`config.mk`:
```
export PLATFORM = sky130hd
export DESIGN_NAME = icetap_capture_seq_flat
export DESIGN_NICKNAME = d
export VERILOG_FILES = /design/src/rtl/icetap_pkg.sv /design/src/rtl/icetap_capture_seq_if.sv /design/src/rtl/icetap_match.sv /design/src/rtl/icetap_capture_seq.sv /design/src/flat_wrapper.sv
export SDC_FILE = /design/constraint.sdc
export NUM_CORES = 2
export LEC_CHECK = 0
export CAP_MARGIN = 20
export CELL_PAD_IN_SITES_DETAIL_PLACEMENT = 0
export CELL_PAD_IN_SITES_GLOBAL_PLACEMENT = 2
export CORE_MARGIN = 1
export CORE_UTILIZATION = 54
export DETAILED_ROUTE_END_ITERATION = 6
export GPL_TIMING_DRIVEN = 1
export PLACE_DENSITY_LB_ADDON = 0.08
export SETUP_SLACK_MARGIN = 0.3
export SKIP_CTS_REPAIR_TIMING = 1
export SLEW_MARGIN = 20
export SYNTH_ARGS = -nofsm -noshare
export SYNTH_HDL_FRONTEND = slang
export SYNTH_SLANG_ARGS = --single-unit
```
`constraint.sdc`:
```
create_clock -name src_clk -period 11.75 [get_ports src_clk]
set_clock_uncertainty 0.1 [all_clocks]
set_input_delay 2.9375 -clock src_clk [delete_from_list [all_inputs] [get_ports src_clk]]
set_output_delay 2.9375 -clock src_clk [all_outputs]
set_load 0.03 [all_outputs]
```
`src/rtl/icetap_pkg.sv`:
```
// Shared encodings for the icetap capture engine: FSM states and the
// per-signal mask field layout {edge_en, level_en, value}.
package icetap_pkg;

   typedef enum logic [1:0] {
      ST_IDLE      = 2'd0,
      ST_WAIT_TRIG = 2'd1,
      ST_POST      = 2'd2,
      ST_DONE      = 2'd3
   } state_t;

   localparam int FLD_VALUE = 0;
   localparam int FLD_LEVEL = 1;
   localparam int FLD_EDGE  = 2;
   localparam int FLD_W     = 3;

endpackage

```
`src/rtl/icetap_capture_seq_if.sv`:
```
// Readout port of the capture engine: request strobes toward the sample
// memory, registered sample and valid strobe back.
interface icetap_capture_seq_if #(
   parameter int NR_SIGNALS = 16
);

   logic                  read_req_first;
   logic                  read_req_next;
   logic [NR_SIGNALS-1:0] read_data;
   logic                  read_valid;

   modport master (
      output read_req_first,
      output read_req_next,
      input  read_data,
      input  read_valid
   );

   modport slave (
      input  read_req_first,
      input  read_req_next,
      output read_data,
      output read_valid
   );

endinterface

```
`src/rtl/icetap_match.sv`:
```
// Combinational mask evaluator: hits when every enabled level/edge field
// holds for the current sample against the previous one.
module icetap_match
   import icetap_pkg::*;
#(
   parameter int NR_SIGNALS = 16
) (
   input  logic [NR_SIGNALS-1:0]       signals_in,
   input  logic [NR_SIGNALS-1:0]       prev,
   input  logic [NR_SIGNALS*FLD_W-1:0] mask,
   output logic                        hit
);

   always_comb begin
      hit = 1'b1;
      for (int i = 0; i < NR_SIGNALS; i++) begin
         if (mask[i*FLD_W + FLD_LEVEL] && (signals_in[i] != mask[i*FLD_W + FLD_VALUE]))
            hit = 1'b0;
         if (mask[i*FLD_W + FLD_EDGE] && (signals_in[i] == prev[i]))
            hit = 1'b0;
      end
   end

endmodule

```
`src/rtl/icetap_capture_seq.sv`:
```
// icetap capture engine: multi-stage trigger sequencer feeding a circular
// sample memory, with post-trigger count and sequential readout.
module icetap_capture_seq
   import icetap_pkg::*;
#(
   parameter int  NR_SIGNALS   = 16,
   parameter int  RECORD_DEPTH = 256,
   parameter int  NR_STAGES    = 4,
   localparam int AW           = $clog2(RECORD_DEPTH),
   localparam int SW           = $clog2(NR_STAGES) + 1
) (
   input  logic                                 src_clk,
   input  logic                                 src_reset,
   input  logic [NR_SIGNALS-1:0]                signals_in,
   input  logic [NR_SIGNALS*FLD_W-1:0]          store_mask_vec,
   input  logic                                 store_always,
   input  logic [NR_STAGES*NR_SIGNALS*FLD_W-1:0] trig_mask_vec,
   input  logic [SW-1:0]                        trig_stages,
   input  logic [AW:0]                          post_trig_count,
   input  logic                                 start,
   input  logic                                 abort,
   output logic [1:0]                           state,
   output logic [SW-1:0]                        stage,
   output logic                                 wrapped,
   output logic [AW-1:0]                        start_addr,
   output logic [AW-1:0]                        trigger_addr,
   output logic [AW-1:0]                        stop_addr,
   icetap_capture_seq_if.slave                  rd
);

   function automatic logic [SW-1:0] clamp_stages(input logic [SW-1:0] s);
      if (s > SW'(NR_STAGES)) return SW'(NR_STAGES);
      return s;
   endfunction

   function automatic logic [AW:0] clamp_count(input logic [AW:0] c);
      if (c == '0) return (AW+1)'(1);
      if (c > (AW+1)'(RECORD_DEPTH)) return (AW+1)'(RECORD_DEPTH);
      return c;
   endfunction

   state_t                state_q, state_d;
   logic [NR_SIGNALS-1:0] prev;
   logic                  store_hit, cur_hit;
   logic [NR_STAGES-1:0]  trig_hit;
   logic                  arm, we, fire, adv, finish, rd_req;
   logic [SW-1:0]         stages_lat;
   logic [AW:0]           count_lat, remaining;
   logic [AW-1:0]         wr_ptr, rd_ptr;
   logic                  rd_vld_p0;
   logic [NR_SIGNALS-1:0] mem [RECORD_DEPTH];

   icetap_match #(.NR_SIGNALS(NR_SIGNALS)) u_store_match (
      .signals_in (signals_in),
      .prev       (prev),
      .mask       (store_mask_vec),
      .hit        (store_hit)
   );

   for (genvar s = 0; s < NR_STAGES; s++) begin : g_trig
      icetap_match #(.NR_SIGNALS(NR_SIGNALS)) u_trig_match (
         .signals_in (signals_in),
         .prev       (prev),
         .mask       (trig_mask_vec[s*NR_SIGNALS*FLD_W +: NR_SIGNALS*FLD_W]),
         .hit        (trig_hit[s])
      );
   end

   always_comb begin
      cur_hit = 1'b0;
      for (int s = 0; s < NR_STAGES; s++)
         if (stage == SW'(s)) cur_hit = trig_hit[s];
   end

   always_ff @(posedge src_clk or posedge src_reset) begin
      if (src_reset) state_q <= ST_IDLE;
      else           state_q <= state_d;
   end

   always_comb begin
      state_d = state_q;
      arm     = 1'b0;
      we      = 1'b0;
      fire    = 1'b0;
      adv     = 1'b0;
      finish  = 1'b0;
      if (abort) begin
         state_d = ST_IDLE;
      end else begin
         case (state_q)
            ST_IDLE, ST_DONE: begin
               if (start) begin
                  arm     = 1'b1;
                  state_d = ST_WAIT_TRIG;
               end
            end
            ST_WAIT_TRIG: begin
               adv  = (stage < stages_lat) && cur_hit;
               fire = (stages_lat == '0) || (adv && ((stage + SW'(1)) == stages_lat));
               // The trigger sample is always stored, whatever the qualifier says.
               we   = fire || store_hit || store_always;
               if (fire) begin
                  if (count_lat == (AW+1)'(1)) begin
                     finish  = 1'b1;
                     state_d = ST_DONE;
                  end else begin
                     state_d = ST_POST;
                  end
               end
            end
            ST_POST: begin
               we = store_hit || store_always;
               if (we && (remaining == (AW+1)'(1))) begin
                  finish  = 1'b1;
                  state_d = ST_DONE;
               end
            end
            default: state_d = ST_IDLE;
         endcase
      end
   end

   assign state  = state_q;
   assign rd_req = (state_q == ST_DONE) && (rd.read_req_first || rd.read_req_next);

   always_ff @(posedge src_clk or posedge src_reset) begin
      if (src_reset) begin
         stage         <= '0;
         wrapped       <= 1'b0;
         start_addr    <= '0;
         trigger_addr  <= '0;
         stop_addr     <= '0;
         stages_lat    <= '0;
         count_lat     <= '0;
         remaining     <= '0;
         wr_ptr        <= '0;
         rd_ptr        <= '0;
         rd_vld_p0     <= 1'b0;
         rd.read_valid <= 1'b0;
         rd.read_data  <= '0;
      end else begin
         if (arm) begin
            stages_lat <= clamp_stages(trig_stages);
            count_lat  <= clamp_count(post_trig_count);
            wr_ptr     <= '0;
            stage      <= '0;
            wrapped    <= 1'b0;
         end
         if (we) begin
            wr_ptr <= wr_ptr + 1'b1;
            if (wr_ptr == '1) wrapped <= 1'b1;
         end
         if (adv) stage <= stage + 1'b1;
         if (fire) begin
            trigger_addr <= wr_ptr;
            remaining    <= count_lat - 1'b1;
         end else if (we && (state_q == ST_POST)) begin
            remaining <= remaining - 1'b1;
         end
         // A write at the last address leaves the oldest sample at 0 either way.
         if (finish) begin
            stop_addr  <= wr_ptr;
            start_addr <= wrapped ? wr_ptr + 1'b1 : '0;
         end
         // Readout stage p0: pointer update; p1: registered memory read.
         if (rd_req) rd_ptr <= rd.read_req_first ? start_addr : rd_ptr + 1'b1;
         rd_vld_p0     <= rd_req;
         rd.read_valid <= rd_vld_p0;
         if (rd_vld_p0) rd.read_data <= mem[rd_ptr];
      end
   end

   always_ff @(posedge src_clk) begin
      prev <= signals_in;
      if (we) mem[wr_ptr] <= signals_in;
   end

endmodule

```
`src/flat_wrapper.sv`:
```
// flat-port wrapper written by rule: the top's interface ports become plain ports
module icetap_capture_seq_flat import icetap_pkg::*;
#(
   parameter int  NR_SIGNALS   = 16,
   parameter int  RECORD_DEPTH = 256,
   parameter int  NR_STAGES    = 4,
   localparam int AW           = $clog2(RECORD_DEPTH),
   localparam int SW           = $clog2(NR_STAGES) + 1
)
  (src_clk, src_reset, signals_in, store_mask_vec, store_always, trig_mask_vec, trig_stages, post_trig_count, start, abort, state, stage, wrapped, start_addr, trigger_addr, stop_addr, rd_read_req_first, rd_read_req_next, rd_read_data, rd_read_valid);
  icetap_capture_seq_if #(.NR_SIGNALS(NR_SIGNALS)) rd_i ();
  input  logic src_clk;
  input  logic src_reset;
  input  logic [NR_SIGNALS-1:0] signals_in;
  input  logic [NR_SIGNALS*FLD_W-1:0] store_mask_vec;
  input  logic store_always;
  input  logic [NR_STAGES*NR_SIGNALS*FLD_W-1:0] trig_mask_vec;
  input  logic [SW-1:0] trig_stages;
  input  logic [AW:0] post_trig_count;
  input  logic start;
  input  logic abort;
  output logic [1:0] state;
  output logic [SW-1:0] stage;
  output logic wrapped;
  output logic [AW-1:0] start_addr;
  output logic [AW-1:0] trigger_addr;
  output logic [AW-1:0] stop_addr;
  input wire logic [$bits(rd_i.read_req_first)-1:0] rd_read_req_first;
  input wire logic [$bits(rd_i.read_req_next)-1:0] rd_read_req_next;
  output wire logic [$bits(rd_i.read_data)-1:0] rd_read_data;
  output wire logic [$bits(rd_i.read_valid)-1:0] rd_read_valid;
  assign rd_i.read_req_first = rd_read_req_first;
  assign rd_i.read_req_next = rd_read_req_next;
  assign rd_read_data = rd_i.read_data;
  assign rd_read_valid = rd_i.read_valid;
  icetap_capture_seq #(.NR_SIGNALS(NR_SIGNALS), .RECORD_DEPTH(RECORD_DEPTH), .NR_STAGES(NR_STAGES)) u_core (.src_clk(src_clk), .src_reset(src_reset), .signals_in(signals_in), .store_mask_vec(store_mask_vec), .store_always(store_always), .trig_mask_vec(trig_mask_vec), .trig_stages(trig_stages), .post_trig_count(post_trig_count), .start(start), .abort(abort), .state(state), .stage(stage), .wrapped(wrapped), .start_addr(start_addr), .trigger_addr(trigger_addr), .stop_addr(stop_addr), .rd(rd_i));
endmodule
```
# == Word-level counts from Yosys, hierarchy flattened ==
# Memories as Yosys holds them, arrays and structs flattened. A register that Yosys moved wholly into a read port is not among the register bits.
# Index checks and enable logic that the tools add are counted.
# op_classes
n_addsub,5
n_lt_le_gt_ge,3
n_eq_ne,109
muxes,210
reduce_logical,179
# ops
op,count
$mux W1,189
$logic_and A1 B1 Y1,165
$ne A1 B1 Y1,80
$mux W9,6
$mux W8,4
$eq A9 B1 Y1 const B,2
$sub A9 B1 Y9 const B,2
$add A8 B1 Y8 const B,2
$eq A1 B1 Y1,16
$mux W3,4
$gt A9 B9 Y1 const B,1
$logic_not A9 Y1,1
$eq A8 B8 Y1 const B,1
$mux W2,4
$eq A3 B2 Y1 const B,2
$logic_not A3 Y1,2
$ne A3 B2 Y1 const B,2
$pmux W2 S3,1
$reduce_bool A2 Y1,3
$logic_or A1 B1 Y1,5
$eq A2 B2 Y1 const B,2
$pmux W1 S2,2
$add A3 B1 Y3 const B,1
$eq A3 B1 Y1 const B,1
other kinds (8),8
# word_totals
ff_bits,85
ram_bits,4096
output_inout_bits,47
wordCells,521
n_memories,1
# memory_table
name,words,width,read_ports,rd_ports_with_merged_regs,wr,line_no,rtl
u_core.mem,256,16,1,1,1,icetap_capture_seq.sv:51,logic [NR_SIGNALS-1:0] mem [RECORD_DEPTH];

# == Longest topological paths before layout ==
# depth
depth_word,48
mapped_depth,13
depth_no_buf,11

# == Modules after synthesis ==
# Synthesis repeated with hierarchy kept, for this count alone.
# unflattened
cells_unflattened,7631
hier_area_um2,164903.2
# by_module_without_submodules
mod,n_inst,cells_per_inst,area_per_inst_um2
icetap_capture_seq,1,7336,162582.2
icetap_match,5,59,464.2

# == Worst setup path before layout ==
# Ideal clock, no wire load.
# synth_path
path_kind,input -> register
startpoint,in signals_in[4]
endpoint,"mem u_core.mem[191][0], enable pin"
setup_time_ns,0.409
t_arrival_ns,6.141
setup_slack_ns,5.100
cell_stages,12
n_path_buf,2
path_cell_list,buf_4 -> xnor2_1 -> a22oi_1 -> nand4_1 -> or3_1 -> o31a_1 -> nor2_4 -> a41oi_4 -> nor2_8 -> buf_6 -> nand2_1 -> nor3_1
# synth_via
elab_chain_len,39
elab_cells_between_ends,150
cone_classes,eq/ne: 6; mux: 128; reduce/logical: 16
# synth_lines
element,line_no,rtl
start: declaration,flat_wrapper.sv:14,input logic [NR_SIGNALS-1:0] signals_in;
$ne A1 B1 Y1,icetap_match.sv:17,if (mask[i*FLD_W + FLD_LEVEL] && (signals_in[i] != mask[i*FLD_W + FLD_VALUE]))
$logic_and A1 B1 Y1,icetap_match.sv:17,
$mux W1,icetap_match.sv:17,
$mux W1,icetap_match.sv:19,if (mask[i*FLD_W + FLD_EDGE] && (signals_in[i] == prev[i]))
$mux W1,icetap_match.sv:17,
$mux W1,icetap_match.sv:19,
$mux W1,icetap_match.sv:17,
$mux W1,icetap_match.sv:19,
(+22 left out),--,
$logic_and A1 B1 Y1,icetap_capture_seq.sv:98,adv = (stage < stages_lat) && cur_hit;
$logic_and A1 B1 Y1,icetap_capture_seq.sv:99,fire = (stages_lat == '0) || (adv && ((stage + SW'(1)) == stages_lat));
$logic_or A1 B1 Y1,icetap_capture_seq.sv:99,
$logic_or A1 B1 Y1 (2 in a row),icetap_capture_seq.sv:101,we = fire || store_hit || store_always;
$pmux W1 S2 (*),icetap_capture_seq.sv:90,case (state_q)
$mux W1 (*),icetap_capture_seq.sv:87,if (abort) begin
$mux W1 (*),icetap_capture_seq.sv:175,if (we) mem[wr_ptr] <= signals_in;
$mux W1 (implied by the code) (*),icetap_capture_seq.sv:175,
end: declaration,icetap_capture_seq.sv:51,
# Mark *: on every way between the ends. The rest lies on a longest branch, timed or not.

# == Final worst setup path ==
# layout_path
startpoint,in signals_in[11]
endpoint,"mem u_core.mem[185][14], enable pin"
# layout_via
elab_chain_len,25
elab_cells_between_ends,80
cone_classes,eq/ne: 6; mux: 58; reduce/logical: 16
# layout_lines
element,line_no
$ne A1 B1 Y1,icetap_match.sv:17
$logic_and A1 B1 Y1,icetap_match.sv:17
$mux W1,icetap_match.sv:17
$mux W1,icetap_match.sv:19
$mux W1,icetap_match.sv:17
$mux W1,icetap_match.sv:19
$mux W1,icetap_match.sv:17
$mux W1,icetap_match.sv:19
(+8 left out),--
$logic_and A1 B1 Y1,icetap_capture_seq.sv:98
$logic_and A1 B1 Y1,icetap_capture_seq.sv:99
$logic_or A1 B1 Y1,icetap_capture_seq.sv:99
$logic_or A1 B1 Y1 (2 in a row),icetap_capture_seq.sv:101
$pmux W1 S2 (*),icetap_capture_seq.sv:90
$mux W1 (*),icetap_capture_seq.sv:87
$mux W1 (*),icetap_capture_seq.sv:175
$mux W1 (implied by the code) (*),icetap_capture_seq.sv:175
# Marked as above.

==> results.toml <==
[job]
cap_violations = 0

[yosys]
synth_fa_ha_area_share_pct = 0.153
ys_warn_count = 0
async_flop_share_pct = 2.03
synth-main-ff-cell = "edfxtp_1"
synth-simple-area-share_pct = 1.50
synth_compound_area_share_pct = 0.987
synth_area_um2 = 163000
syn_avg_cell_area_um2 = 23.7
netlist.area_leader.share_pct = 75.4
synth_edf_count = 4096
synth-xor-area-share_pct = 0.494
synth_seq_cells = 4197
muxShareOfSynthArea_pct = 18.8
ys_top_cells_by_count = "edfxtp_1, mux4_2, nor2_1"
synth_cell_type_count = 66
syn_nets = 7182
yosysSeqAreaShare_pct = 76.9
yosys.area.top_type = "edfxtp_1"
synth_top_family_by_area = "multiplexers"
netlist_top_cells_area = "edfxtp_1, mux4_2, dfrtp_1, nor2_1, clkbuf_1"
yosys.cell_count.top_type = "edfxtp_1"
synthCells = 6887

[route]
antenna_left = 0
drc = 0
vias = 77277
wl_um = 439000
drtIter0Drc = 9530
viasPerCell = 6.49
wl_per_cell_um = 36.8
first_pass_iters = 6

[floorplan]
ios = 322
fp-row-count = 201
fp.dieArea_um2 = 304000
die_height_um = 552
core_um2 = 300000
dieWidth_um = 552
start_util_pct = 54.3

[worst_setup_path]
required_ns = 12.21
cp_num_cells = 11
worstSetupStartpointType = "primary input"
rrSetupSlack_ns = 5.93
cp_max_fo = 42
critical_path_arrival_ns = 8.12
cp_top_family = "simple AND/OR/NAND/NOR gates"
crit_chain = "buf_8 -> xnor2_1 -> a22oi_1 -> o21ai_0 -> nor4_1 -> a31oi_1 -> nand3_1 -> a41oi_4 -> nor2_8 -> nand3_4 -> nor2_2"
cp-startpoint = "signals_in[11]"
cp-endpoint = "u_core.mem[185][14]$_DFFE_PP_"
worstReg2RegEnd = "u_core.rd.read_data[8]$_DFFE_PP0P_"
crit_type = "in2reg"
rr_worst_depth = 8
cp-end-kind = "register"
slowest_stage = "nor2_2"
critical_path_buf_inv_count = 1
reg2reg_from = "u_core.rd_ptr[0]$_DFFE_PP0P_"
max_stage_delay_ns = 1.06

[timing]
post-route-min-period_ns = 7.66
worst_slack_ns = 4.09
fmax_mhz = 130
setup_violations = 0
finalMaxSlewViolations = 0
tns_ns = 0
worstMarginPinSlew_ns = 1.33
hold_violations = 0
final.period_utilization_pct = 65.2
rsz0062_at_grt = "false"
maxSlewHeadroom_pct = 11.1

[global_route]
grt_pass1_wl_um = 612000
grt_pass1_vias = 76851
grt_max_degree = 172
globalRouteOverflowTotal = 0
antenna_found_initial = 23
grtUsageTotal_pct = 29.2

[pwr]
ir_drop_v = 0.000207
power_density_nw_per_um2 = 214
p_total_mw = 39.9
p_leak_nw = 57.7

[clocking]
numCtsBuffers = 424
ctsHtreeMaxLevel = 5
path_clk_slew_ns = 0.06
tritoncts = "built"
clk_latency_ns = 0.97
clock_sinks = 4197
cts_root_buffer = "clkbuf_16"
cts.path.max_buffers = 4

[layout]
finalNetCount = 7885
n_fill_cell = 20416
drive_gt1_share_pct = 30.0
area_delta_synth_final_pct = 14.4

[placement]
gp_congestion = 0.887
hpwlAfterDp_um = 264000
preCtsSetupSlack_ns = 3.21
port_buffers = 321

[status]
status = "finished, final reports clean"

[hold_path]
hp-class = "reg2reg"
holdPathStages = 1
state kept, by name (all words and copies together) (netlist names):
name and flops:
u_core.stage 3, u_core.rd.read_data 16, u_core.start_addr 8, u_core.remaining 9
u_core.trigger_addr 8, u_core.prev 16, u_core.count_lat 9, u_core.rd_vld_p0 1
u_core.state 2, u_core.rd_ptr 8, u_core.stop_addr 8, u_core.wr_ptr 8
u_core.wrapped 1, u_core.stages_lat 3, u_core.rd.read_valid 1, u_core.mem 4096
per-stage QoR:
step / instances / instance area [µm²] / hold slack [ns] / util, %
global placement: 11120 / 173000 / 0.395 / 57.5
global route: 11907 / 187000 / 0.417 / 62.1
finish: 11916 / 187000 / 0.409 / 62.1
CTS: 11904 / 187000 / 0.413 / 62.1
floorplan: 6887 / 163000 / 0.347 / -
detailed placement: 11121 / 173000 / 0.398 / 57.5
layer usage:
layer	vias up	part of all wire, %	GRT usage, %
met5	-	0.010	0
met3	574	7.3	4.51
met1	42486	41	42.7
met2	3197	49	46.4
li1	31014	-	-
met4	6	3.1	8.18
logic make-up after synthesis:
kind of cell | after synthesis
flip-flops | 4197
multiplexers | 1387
AND/OR/NAND/NOR | 515
buffers and inverters | 444
AO/OA/AOI/OAI | 232
XOR/XNOR | 92
adder cells (fa/ha/maj) | 20
worst min-delay path by stage:
stage	slack (ns)	start	end
floorplan	0.35	u_core.rd_vld_p0$_DFF_PP0_	u_core.rd.read_valid$_DFF_PP0_
global placement	0.40	u_core.stop_addr[6]$_DFFE_PP0P_	u_core.stop_addr[6]$_DFFE_PP0P_
detailed placement	0.40	u_core.stop_addr[4]$_DFFE_PP0P_	u_core.stop_addr[4]$_DFFE_PP0P_
CTS	0.41	u_core.stop_addr[5]$_DFFE_PP0P_	u_core.stop_addr[5]$_DFFE_PP0P_
global route	0.42	u_core.stop_addr[5]$_DFFE_PP0P_	u_core.stop_addr[5]$_DFFE_PP0P_
finish	0.41	u_core.stop_addr[5]$_DFFE_PP0P_	u_core.stop_addr[5]$_DFFE_PP0P_
cells in the final DEF (no fill, tap or decap), types with 12 or more instances in the layout:
cell | netlist | layout
edfxtp_1 | 4096 | 4096
mux4_2 | 1344 | 1344
clkbuf_16 | 0 | 427
buf_4 | 6 | 314
clkdlybuf4s50_1 | 0 | 305
nor2_1 | 304 | 265
clkinv_1 | 0 | 99
clkbuf_1 | 239 | 88
dfrtp_1 | 85 | 78
clkinv_2 | 0 | 76
xor2_1 | 66 | 66
inv_1 | 62 | 61
nand2_1 | 60 | 60
o21ai_0 | 55 | 55
a22oi_1 | 53 | 53
bufinv_16 | 0 | 45
a221oi_1 | 39 | 39
nor2_2 | 0 | 37
a21oi_1 | 32 | 32
nand3_1 | 30 | 30
nor2b_1 | 26 | 26
mux2i_1 | 26 | 26
xnor2_1 | 26 | 25
ha_1 | 20 | 20
buf_12 | 0 | 19
a211oi_1 | 17 | 17
mux2_2 | 17 | 17
clkbuf_8 | 0 | 17
buf_8 | 1 | 16
dfxtp_1 | 16 | 16
nand2b_1 | 12 | 12
nor3_1 | 14 | 12
cell type report:
cell class                      count  area, µm²  area share, %
Sequential cell                  4197     125000           67.2
Timing Repair Buffer              658       6090           3.27
Antenna cell                       11       27.5         0.0148
Tap cell                         3958       4950           2.65
Clock inverter                    251       2580           1.39
Inverter                           63        239          0.128
Multi-Input combinational cell   2246      36000           19.3
Clock buffer                      532      11200           6.03
power breakdown:
part	total (mW)	leakage, nW	switching (mW)	internal [mW]
Combinational	9.70	13.0	5.29	4.41
Sequential	16.8	38.0	0.279	16.5
Clock	13.4	6.77	5.64	7.77
No activity file was read; power rests on OpenSTA's default activity.
